## config.mk

```make
export PLATFORM = sky130hd
export DESIGN_NAME = hazard_flush_ctrl
export DESIGN_NICKNAME = d
export VERILOG_FILES = /design/src/rtl/hazard_flush_ctrl.sv
export SDC_FILE = /design/constraint.sdc
export NUM_CORES = 1
export LEC_CHECK = 0
export ABC_AREA = 1
export ABC_CLOCK_PERIOD_IN_PS = 3500
export BUFFER_PORTS_ARGS = -buffer_cell sky130_fd_sc_hd__buf_2
export CORE_MARGIN = 10
export CORE_UTILIZATION = 30
export DETAILED_ROUTE_END_ITERATION = 8
export HOLD_SLACK_MARGIN = 0.15
export PLACE_DENSITY_LB_ADDON = 0.12
export SETUP_SLACK_MARGIN = 0.02
export SKIP_CTS_REPAIR_TIMING = 1
export SYNTH_ARGS = -nofsm -noshare
export SYNTH_HDL_FRONTEND = slang
export SYNTH_SLANG_ARGS = --single-unit
```

## constraint.sdc

```tcl
create_clock -name clock -period 3.5 [get_ports clock]
set_clock_uncertainty 0.2 [all_clocks]
set_input_delay 0.7 -clock clock [delete_from_list [all_inputs] [get_ports clock]]
set_output_delay 0.7 -clock clock [all_outputs]
set_load 0.05 [all_outputs]
```

## src/rtl/hazard_flush_ctrl.sv

```systemverilog
// hazard_flush_ctrl: load-use, branch, DM-wait and overflow hazard sequencing for the 5-stage core.
// Drives the per-wall flush strobes plus the PC and IF/ID hold strobes.
module hazard_flush_ctrl #(
    parameter int BRANCH_BUBBLES = 2,
    parameter int DM_TIMEOUT     = 15
) (
    input  logic       clock,
    input  logic       reset,
    input  logic [4:0] iID_ra_addr,
    input  logic [4:0] iID_rb_addr,
    input  logic       iID_uses_ra,
    input  logic       iID_uses_rb,
    input  logic       iEX_do_dm_read,
    input  logic [4:0] iEX_write_reg_addr,
    input  logic       iEX_branch_taken,
    input  logic       iMEM_dm_access,
    input  logic       iMEM_dm_ready,
    input  logic       iMEM_alu_overflow,
    output logic       do_flush_REG1,
    output logic       do_flush_REG2,
    output logic       do_flush_REG3,
    output logic       do_flush_REG4,
    output logic       oPC_hold,
    output logic       oREG1_hold,
    output logic       oHalted,
    output logic [7:0] oStall_count
);
    localparam logic [1:0] RUN     = 2'd0;
    localparam logic [1:0] BRANCH  = 2'd1;
    localparam logic [1:0] DM_WAIT = 2'd2;
    localparam logic [1:0] HALT    = 2'd3;
    localparam logic [1:0] BB_INIT = 2'(BRANCH_BUBBLES - 1);
    localparam logic [7:0] TMO     = 8'(DM_TIMEOUT);

    logic [1:0] state, state_nx, bcnt, bcnt_nx;
    logic [7:0] wcnt, wcnt_nx, wcnt_inc, stall_cnt;
    logic [3:0] flush;
    logic       hold, load_use, dm_stall;

    assign wcnt_inc = wcnt + 8'd1;

    always_comb begin
        load_use = iEX_do_dm_read && iEX_write_reg_addr != 5'd0 &&
                   ((iID_uses_ra && iID_ra_addr == iEX_write_reg_addr) ||
                    (iID_uses_rb && iID_rb_addr == iEX_write_reg_addr));
        dm_stall = iMEM_dm_access && !iMEM_dm_ready;
        state_nx = state;
        bcnt_nx  = '0;
        wcnt_nx  = '0;
        flush    = 4'b0000;
        hold     = 1'b0;
        case (state)
            HALT: begin
                flush = 4'b1111;
                hold  = 1'b1;
            end
            DM_WAIT: begin
                if (iMEM_alu_overflow) begin
                    state_nx = HALT;
                    flush    = 4'b1100;
                    hold     = 1'b1;
                end else if (!iMEM_dm_ready) begin
                    flush    = 4'b0100;
                    hold     = 1'b1;
                    wcnt_nx  = wcnt_inc;
                    state_nx = (wcnt_inc == TMO) ? HALT : DM_WAIT;
                end else begin
                    state_nx = RUN;
                end
            end
            default: begin
                // BRANCH shares the RUN priority chain so overflow and DM wait can preempt it
                if (iMEM_alu_overflow) begin
                    state_nx = HALT;
                    flush    = 4'b1100;
                    hold     = 1'b1;
                end else if (dm_stall) begin
                    flush    = 4'b0100;
                    hold     = 1'b1;
                    wcnt_nx  = 8'd1;
                    state_nx = (TMO == 8'd1) ? HALT : DM_WAIT;
                end else if (state == BRANCH) begin
                    flush    = 4'b0001;
                    bcnt_nx  = bcnt - 2'd1;
                    state_nx = (bcnt == 2'd1) ? RUN : BRANCH;
                end else if (iEX_branch_taken) begin
                    flush = 4'b0011;
                    if (BRANCH_BUBBLES > 1) begin
                        state_nx = BRANCH;
                        bcnt_nx  = BB_INIT;
                    end
                end else if (load_use) begin
                    flush = 4'b0010;
                    hold  = 1'b1;
                end
            end
        endcase
    end

    always_ff @(posedge clock or negedge reset) begin
        if (!reset) begin
            state     <= RUN;
            bcnt      <= '0;
            wcnt      <= '0;
            stall_cnt <= '0;
        end else begin
            state     <= state_nx;
            bcnt      <= bcnt_nx;
            wcnt      <= wcnt_nx;
            stall_cnt <= (hold && stall_cnt != 8'hff) ? stall_cnt + 8'd1 : stall_cnt;
        end
    end

    // Strobes are forced low for the whole time reset is held, not just from the next edge
    assign do_flush_REG1 = reset && flush[0];
    assign do_flush_REG2 = reset && flush[1];
    assign do_flush_REG3 = reset && flush[2];
    assign do_flush_REG4 = reset && flush[3];
    assign oPC_hold      = reset && hold;
    assign oREG1_hold    = reset && hold;
    assign oHalted       = reset && state == HALT;
    assign oStall_count  = stall_cnt;
endmodule

```

Word level (Yosys, flattened, before mapping)
Index checks and enable logic that the tools add are counted.
{"block": "word_totals", "regBits": 20, "in_bits": 24, "output_inout_bits": 15}
{"block": "op_classes", "add_sub_neg": 3, "eq_ne": 8, "n_mux": 35, "bitwise": 1, "n_reduce_logical": 18}
{"cell": "$mux W2", "count": 13}
{"cell": "$add A8 B1 Y8 const B", "count": 2}
{"cell": "$mux W8", "count": 2}
{"cell": "$pmux W8 S2", "count": 1}
{"cell": "$logic_and A1 B1 Y1", "count": 12}
{"cell": "$mux W1", "count": 12}
{"cell": "$eq A5 B5 Y1", "count": 2}
{"cell": "$reduce_bool A5 Y1", "count": 2}
{"cell": "$eq A8 B4 Y1 const B", "count": 1}
{"cell": "$mux W4", "count": 2}
{"cell": "$ne A8 B8 Y1 const B", "count": 1}
{"cell": "$pmux W4 S2", "count": 1}
{"cell": "$mux W3", "count": 2}
{"cell": "$eq A2 B1 Y1 const B", "count": 2}
{"cell": "$eq A2 B2 Y1 const B", "count": 2}
{"cell": "$pmux W2 S2", "count": 1}
{"cell": "$pmux W1 S2", "count": 1}
{"cell": "$reduce_and A2 Y1", "count": 1}
{"cell": "$reduce_or A2 Y1", "count": 1}
{"cell": "$sub A2 B1 Y2 const B", "count": 1}
{"cell": "$logic_not A1 Y1", "count": 1}
{"cell": "$logic_or A1 B1 Y1", "count": 1}
{"cell": "$not A1 Y1", "count": 1}

Depth between registers and ports, before layout
Gate-level depths: netlist of the first run.
{"block": "logic_depth", "word_depth": 11, "mapped_depth": 13, "depth_no_buf": 13}

Least setup slack after synthesis of the first run
No wires, ideal clock.
{"block": "synth_path", "path_type": "input to output", "from": "in iID_ra_addr[0]", "to": "out oREG1_hold", "arrival_ns": 2.409, "setup_slack_ns": 0.191, "cell_stages": 11, "n_path_buf": 1, "path_cell_list": "inv_1 nand2_1 nand2_1 nor2_1 nand3_1 nand2_2 nand3_2 nand2_2 nand2_4 a21oi_1 buf_4"}
{"block": "synth_between", "elab_chain_len": 11}
{"item": "start: declaration", "line": "9", "text": "input logic [4:0] iID_ra_addr,"}
{"item": "$eq A5 B5 Y1", "line": "44", "text": "((iID_uses_ra && iID_ra_addr == iEX_write_reg_addr) ||"}
{"item": "$logic_and A1 B1 Y1", "line": "44"}
{"item": "$logic_or A1 B1 Y1", "line": "44"}
{"item": "$logic_and A1 B1 Y1", "line": "43", "text": "load_use = iEX_do_dm_read && iEX_write_reg_addr != 5'd0 &&"}
{"item": "$mux W1", "line": "92", "text": "end else if (load_use) begin"}
{"item": "$mux W1", "line": "86", "text": "end else if (iEX_branch_taken) begin"}
{"item": "$mux W1", "line": "82", "text": "end else if (state == BRANCH) begin"}
{"item": "$mux W1", "line": "77", "text": "end else if (dm_stall) begin"}
{"item": "$mux W1", "line": "73", "text": "if (iMEM_alu_overflow) begin"}
{"item": "$pmux W1 S2", "line": "52", "text": "case (state)"}
{"item": "$logic_and A1 B1 Y1"}
{"item": "end: declaration", "line": "24", "text": "output logic oREG1_hold,"}
Every way passes these cells.

Worst setup path in the final report of the first run
{"block": "layout_path", "from": "in iEX_write_reg_addr[4]", "to": "out oREG1_hold"}
{"block": "layout_between", "elab_chain_len": 11}
{"item": "start: declaration", "line": "14", "text": "input logic [4:0] iEX_write_reg_addr,"}
{"item": "$eq A5 B5 Y1, on equally long branches", "line": "44, 45"}
{"item": "$logic_and A1 B1 Y1, on equally long branches", "line": "44, 45"}
{"item": "$logic_or A1 B1 Y1", "line": "44"}
{"item": "$logic_and A1 B1 Y1 (*)", "line": "43"}
{"item": "$mux W1 (*)", "line": "92"}
{"item": "$mux W1 (*)", "line": "86"}
{"item": "$mux W1 (*)", "line": "82"}
{"item": "$mux W1 (*)", "line": "77"}
{"item": "$mux W1 (*)", "line": "73"}
{"item": "$pmux W1 S2 (*)", "line": "52"}
{"item": "$logic_and A1 B1 Y1 (*)", "line": "120", "text": "assign oREG1_hold = reset && hold;"}
Every way passes the cells marked *; elsewhere a longest branch is shown, timed or not.

==> key figures, run 1 <==
Route
  – Residual antenna-violating net count after detailed routing: 0
  – Aggregate routed wire length: 3210 um
  – Detailed-route vias per instance: 4.32
  – Residual DRC count: 0
  – Final routed wire length divided by cell count: 10.9 um
  – Number of vias in the routed layout: 1266
  – Router iterations before antenna repair: 4
  – First-iteration detailed-routing DRC count: 38

Logic synthesis
  – Yosys Warn Count: 0
  – Synthesized area: 1390 um2
  – EDFF count, synth: 0
  – Top cell types by occurrence after synthesis: sky130_fd_sc_hd__nand2_1, sky130_fd_sc_hd__inv_1, sky130_fd_sc_hd__nor2_1, sky130_fd_sc_hd__dfrtp_1, sky130_fd_sc_hd__nand3_1
  – Share of Yosys cell area claimed by the top area cell type: 36.0%
  – Register area share after synthesis: 36.0%
  – Distinct cell type count of the synthesized netlist: 24
  – Async set-reset flop share out of synthesis: 100%
  – Register bit total from synthesis: 20
  – Average instance area after synthesis: 6.99 um2
  – Area contributors post-synth: sky130_fd_sc_hd__dfrtp_1, sky130_fd_sc_hd__nand2_1, sky130_fd_sc_hd__inv_1
  – Area leader, netlist: sky130_fd_sc_hd__dfrtp_1
  – Instance count of the mapped netlist: 199
  – Synthesized Nets: 227
  – Most frequently used cell type in the post-synthesis netlist: sky130_fd_sc_hd__nand2_1
  – Prevailing post-synth register cell: sky130_fd_sc_hd__dfrtp_1

Setup path
  – Delay of the slowest cell on the worst path: 0.30 ns
  – Data arrival, critical path: 1.96 ns
  – Critical register-to-register path startpoint: wcnt[0]
  – Cell with the largest stage delay on the worst path: sky130_fd_sc_hd__buf_2
  – Critical Path Source Type: input port
  – Element type at the critical path end: primary output
  – Endpoint of the worst register-to-register path: state[0]
  – Minimum setup slack among reg-to-reg paths: 1.80 ns
  – Worst-path fanout max: 4
  – Setup Crit Path Kind: input port to primary output
  – Worst path required time: 2.60 ns
  – Cells along the critical path: buf_2 -> inv_2 -> nand2_1 -> nand2_1 -> nor2_1 -> nand3_1 -> nand2_2 -> nand3_2 -> nand2_2 -> nand2_4 -> a21oi_1 -> buf_2
  – Worst reg2reg path depth: 7

Power
  – Reg power frac: 43.2%
  – Net Sw Frac: 23.9%
  – IR drop worst, VDD: 0.000183 V
  – Combinational fraction of design power: 13.5%
  – Power per cell area: 311 nW/um2
  – Int Power: 0.407 mW
  – Proportion of power drawn by the clock network: 43.4%
  – Net Sw Power: 0.128 mW
  – P_leak: 0.937 nW

Cells and area
  – Inserted Diodes: 0
  – Layout cell share with drive strength beyond 1: 24.9%
  – Number of nets in the finished design: 270
  – Area delta synth->final: 23.5%
  – Number of cells in the finished layout apart from fillers: 293

STA
  – Total Negative Setup Slacks: 0 ns
  – Post-route worst hold slack: 0.241 ns
  – Post-layout minimum cycle time: 2.86 ns
  – Final setup violating endpoints: 0
  – Tightest slew margin relative to the limit: 67.9%
  – Highest clock rate: 0.349 GHz
  – Actual slew at the worst max-slew pin: 0.482 ns
  – Tcrit/Tclk final: 81.8%
  – Setup repair after global routing missed its margin: false
  – Final max-slew violation count: 0
  – Number of endpoints with negative hold slack in the final report: 0

Clock network
  – Clk buf depth: 2
  – CTS Root Cell: sky130_fd_sc_hd__clkbuf_8
  – Number of sinks on the clock net: 20
  – CTS tree: yes
  – Register clock-pin slew on the reported worst setup and hold paths: 0.09 ns
  – Clock latency reported for the late side of the worst-skew pair: 0.26 ns
  – CTS H-tree lvls: 1
  – Number of buffers created by CTS: 3

Die
  – Chip height: 88.1 um
  – Number of cell rows: 24
  – Top-Level Pins: 39
  – Core area: 4410 um2
  – Horizontal die dimension: 88.1 um
  – DIE AREA: 7760 um2
  – Initial Utilization: 31.5%

GRT
  – Wire length of the first global-routing pass: 5620 um
  – GRT Overall Usage: 8.78%
  – Via count of the first global-routing pass: 1324
  – Total global routing overflow: 0
  – Pin count of the biggest net entering global routing: 21
  – Initial antenna violation count: 0

Hold path
  – Class of the tightest hold or removal check: input port to async pin

Placed design
  – Number of I/O port buffers: 38
  – Cell Count Post-Placement: 289
  – Weighted congestion reported at the end of routability-driven placement: 0.756
  – Placed wire-length estimate: 2670 um

Job
  – # Max-Cap Violations: 0

Run status
  – Result of the run: finished, final reports clean
worst max-delay path: cells and delay by family:
kind / cells / cell delay [ns]
AOI/OAI and AO/OA: 1 / 0.19
buffers and inverters: 3 / 0.46
and+or+nand+nor: 8 / 0.62
layout by cell type, fill, tap and decap left out, types with 4 or more instances in the layout:
cell type | Yosys | final
sky130_fd_sc_hd__nand2_1 | 60 | 60
sky130_fd_sc_hd__buf_2 | 0 | 38
sky130_fd_sc_hd__inv_1 | 27 | 27
sky130_fd_sc_hd__nor2_1 | 26 | 26
sky130_fd_sc_hd__dfrtp_1 | 20 | 20
sky130_fd_sc_hd__nand3_1 | 14 | 14
sky130_fd_sc_hd__xor2_1 | 9 | 9
sky130_fd_sc_hd__a21oi_1 | 7 | 7
sky130_fd_sc_hd__inv_2 | 7 | 7
sky130_fd_sc_hd__nand4_1 | 4 | 4
sky130_fd_sc_hd__ha_1 | 4 | 4
worst max-delay path by stage:
stage | startpoint | slack [ns] | cells after the start | endpoint
2_1_floorplan | iID_ra_addr[0] | 0.19 | 11 | oREG1_hold
3_3_place_gp | iEX_write_reg_addr[1] | 0.63 | 12 | oREG1_hold
3_5_place_dp | iEX_write_reg_addr[3] | 0.60 | 12 | oPC_hold
4_1_cts | iEX_write_reg_addr[3] | 0.60 | 12 | oPC_hold
5_1_grt | iEX_write_reg_addr[3] | 0.48 | 12 | oPC_hold
6_report | iEX_write_reg_addr[4] | 0.64 | 12 | oREG1_hold
cell families after synthesis:
| group | share of synthesized area (%) |
|---|---|
| compound gates | 4.95 |
| xor+xnor | 7.55 |
| fa+ha+maj | 3.60 |
| buf+inv | 9.71 |
| flops | 36.0 |
| simple gates | 38.2 |
cell type report:
type,instances,area [um2]
clock buffer,3,41.3
sequential,20,500
timing repair buffer,39,198
fill,465,2700
inverter,34,128
tap,52,65.1
multi-input combinational,144,756
clock inverter,1,30.0
through the flow:
stage | util [%] | area [um2] | power [mW] | worst slack (ns)
6_report | 38.9 | 1720 | 0.535 | 0.638
5_1_grt | 38.9 | 1720 | 0.559 | 0.476
4_1_cts | 38.9 | 1720 | 0.544 | 0.604
3_5_place_dp | 37.3 | 1650 | 0.309 | 0.604
3_3_place_gp | 37.3 | 1650 | 0.309 | 0.632
2_1_floorplan | - | 1390 | 0.278 | 0.191
power groups by stage:
stage          Sequential, mW  Combinational [mW]  Clock (mW)
2_1_floorplan           0.236              0.0427           0
3_3_place_gp            0.235              0.0736           0
3_5_place_dp            0.235              0.0733           0
4_1_cts                 0.231              0.0735       0.239
5_1_grt                 0.231              0.0812       0.247
6_report                0.231              0.0720       0.232
sequential cells by signal (all words and copies together), names as in the netlist:
register and count:
state 2, bcnt 2, wcnt 8, oStall_count 8
per-layer routing:
| layer | track usage, % | up-vias | share of wire, % |
|---|---|---|---|
| met4 | 3.42 | 0 | 1.4 |
| met3 | 2.32 | 2 | 3.8 |
| li1 | - | 698 | - |
| met5 | 0 | - | 0 |
| met2 | 14.5 | 22 | 47 |
| met1 | 10.6 | 544 | 48 |
Power figures use the tool's default switching activity.
==> run 2, diff against run 1 <==
--- a/config.mk
+++ b/config.mk
@@ -6,7 +6,7 @@
 export NUM_CORES = 1
 export LEC_CHECK = 0
 export ABC_AREA = 1
-export ABC_CLOCK_PERIOD_IN_PS = 3500
+export ABC_CLOCK_PERIOD_IN_PS = 2400
 export BUFFER_PORTS_ARGS = -buffer_cell sky130_fd_sc_hd__buf_2
 export CORE_MARGIN = 10
 export CORE_UTILIZATION = 30
==> constraint.sdc (replaced) <==
create_clock -name clock -period 2.4 [get_ports clock]
set_clock_uncertainty 0.2 [all_clocks]
set_input_delay 0.48 -clock clock [delete_from_list [all_inputs] [get_ports clock]]
set_output_delay 0.48 -clock clock [all_outputs]
set_load 0.05 [all_outputs]
==> run 2 against run 1 <==
  * Hold slack got worse by 0.020 ns
  * Sequential share of layout area shrank 0.84 points
  * Non-clock buffer count increased by 5
  * Final area rose by 3.0%
  * Clock power down 7%
  * Largest power group is now sequential cells
==> key figures, run 2 (synthesis gave the netlist of run 1 again) <==
Placed design
  – Area after DPL: 1680 um2
  – Placed wire-length estimate: 2750 um
  – Number of I/O port buffers: 38
  – Weighted congestion reported at the end of routability-driven placement: 0.758

Die
  – Horizontal die dimension: 88.1 um
  – Top-Level Pins: 39
  – DIE AREA: 7760 um2
  – Chip height: 88.1 um
  – Initial Utilization: 31.5%
  – Number of cell rows: 24
  – Core area: 4410 um2

GRT
  – Total global routing overflow: 0
  – GRT Overall Usage: 8.97%
  – Pin count of the biggest net entering global routing: 21
  – Wire length of the first global-routing pass: 5810 um
  – Via count of the first global-routing pass: 1292
  – Initial antenna violation count: 0

Setup path
  – Critical Path Source Type: flip-flop
  – Worst reg2reg path depth: 7
  – Setup Crit Path Kind: flip-flop to primary output
  – Worst path required time: 1.72 ns
  – Element type at the critical path end: primary output
  – Critical register-to-register path startpoint: wcnt[0]
  – Origin of the worst setup path: state[0]
  – Worst-path fanout max: 4
  – Data arrival, critical path: 1.57 ns

Cells and area
  – Area delta synth->final: 27.2%
  – Number of nets in the finished design: 275
  – Footprint of the flip-flops and latches: 500 um2
  – Area of combinational cells with multiple inputs: 783 um2
  – Layout cell share with drive strength beyond 1: 27.8%
  – Most used cells in the layout excluding fill and tap cells: sky130_fd_sc_hd__nand2_1, sky130_fd_sc_hd__buf_2, sky130_fd_sc_hd__inv_1, sky130_fd_sc_hd__nor2_1, sky130_fd_sc_hd__dfrtp_1
  – Final core area utilization: 40.1%
  – Layout filler cell count: 459
  – Final design area excluding fillers: 1770 um2
  – Leading cell type in the layout, fill and taps excluded: sky130_fd_sc_hd__nand2_1
  – Inserted Diodes: 0

Clock network
  – Register clock-pin slew on the reported worst setup and hold paths: 0.07 ns
  – Clk buf depth: 2
  – CTS H-tree lvls: 1
  – CTS tree: yes
  – Number of buffers created by CTS: 3
  – Number of sinks on the clock net: 20
  – CTS Root Cell: sky130_fd_sc_hd__clkbuf_8
  – Clock latency reported for the late side of the worst-skew pair: 0.25 ns

STA
  – Post-route worst hold slack: 0.221 ns
  – Setup repair after global routing missed its margin: false
  – Tightest slew margin relative to the limit: 73.4%
  – Number of endpoints with negative hold slack in the final report: 0
  – Final max-slew violation count: 0
  – Total Negative Setup Slacks: 0 ns
  – Final setup violating endpoints: 0
  – Tcrit/Tclk final: 94.0%
  – Highest clock rate: 0.443 GHz
  – Actual slew at the worst max-slew pin: 0.399 ns
  – Post-layout minimum cycle time: 2.25 ns

Job
  – # Max-Cap Violations: 0

Power
  – Power per cell area: 378 nW/um2
  – IR drop worst, VDD: 0.000167 V
  – Int Power: 0.491 mW
  – Proportion of power drawn by the clock network: 32.1%
  – Combinational fraction of design power: 17.6%
  – Total chip power: 0.670 mW
  – P_leak: 0.954 nW
  – Net Sw Frac: 26.6%
  – Reg power frac: 50.3%
  – Net Sw Power: 0.178 mW

Route
  – Router iterations before antenna repair: 4
  – Detailed-route vias per instance: 4.41
  – Residual DRC count: 0
  – Number of vias in the routed layout: 1311
  – Residual antenna-violating net count after detailed routing: 0
  – Aggregate routed wire length: 3320 um
  – Final routed wire length divided by cell count: 11.2 um
  – First-iteration detailed-routing DRC count: 79

Hold path
  – Worst hold path depth: 2
  – Class of the tightest hold or removal check: input port to flip-flop
  – Hold Path Origin: iMEM_alu_overflow

Run status
  – Result of the run: finished, final reports clean
-- run 2: changes by cell type in the layout (fill, tap and decap cells not counted), sizes merged --
cell,previous run,this run
dlygate4sd3,0,1
bufinv,1,0
buf,39,43
-- run 2: area by class of cell --
type	instances	area share [%]
multi-input combinational	144	44.3
clock buffer	3	2.33
tap	52	3.68
inverter	34	7.21
sequential	20	28.3
timing repair buffer	44	14.2
-- run 2: path summary, 6_finish.rpt --
path | end | slack (ns)
worst max-delay path | do_flush_REG1 | 0.15
worst min-delay path | wcnt[2] | 0.22
worst max register to register | state[0] | 0.65
worst min register to register | bcnt[0] | 0.27
max in group asynchronous | oStall_count[7] | 1.20
min in group asynchronous | wcnt[0] | 0.58
-- run 2: stage by stage --
| stage | instances | setup WS [ns] |
|---|---|---|
| floorplan | 199 | 0.0601 |
| global placement | 292 | 0.0648 |
| detailed placement | 292 | 0.0702 |
| CTS | 295 | 0.0616 |
| global route | 297 | 0.00667 |
| finish | 297 | 0.145 |
-- run 2: critical path, stage by stage (launching register included) --
cell and delay (ns):
sky130_fd_sc_hd__dfrtp_1 0.40, sky130_fd_sc_hd__inv_1 0.05, sky130_fd_sc_hd__nor2_1 0.22, sky130_fd_sc_hd__nor2_2 0.09, sky130_fd_sc_hd__inv_1 0.08, sky130_fd_sc_hd__nand2_1 0.05, sky130_fd_sc_hd__a21oi_1 0.14, sky130_fd_sc_hd__buf_2 0.28
-- run 2: power by group through the flow --
stage	sequential [mW]	clock [mW]	combinational [mW]
CTS	0.337	0.228	0.112
global placement	0.343	0	0.113
floorplan	0.343	0	0.0643
detailed placement	0.343	0	0.112
global route	0.337	0.244	0.131
finish	0.337	0.215	0.118
-- run 2: layer usage --
layer / part of all wire, % / up-vias / wire length (um) / global-route usage (%)
met2: 47 / 20 / 1560 / 14.1
met1: 47 / 584 / 1560 / 11.3
li1: - / 705 / - / -
met3: 4.5 / 2 / 150 / 2.97
met5: 0 / - / 0 / 0
met4: 1.3 / 0 / 42 / 3.00
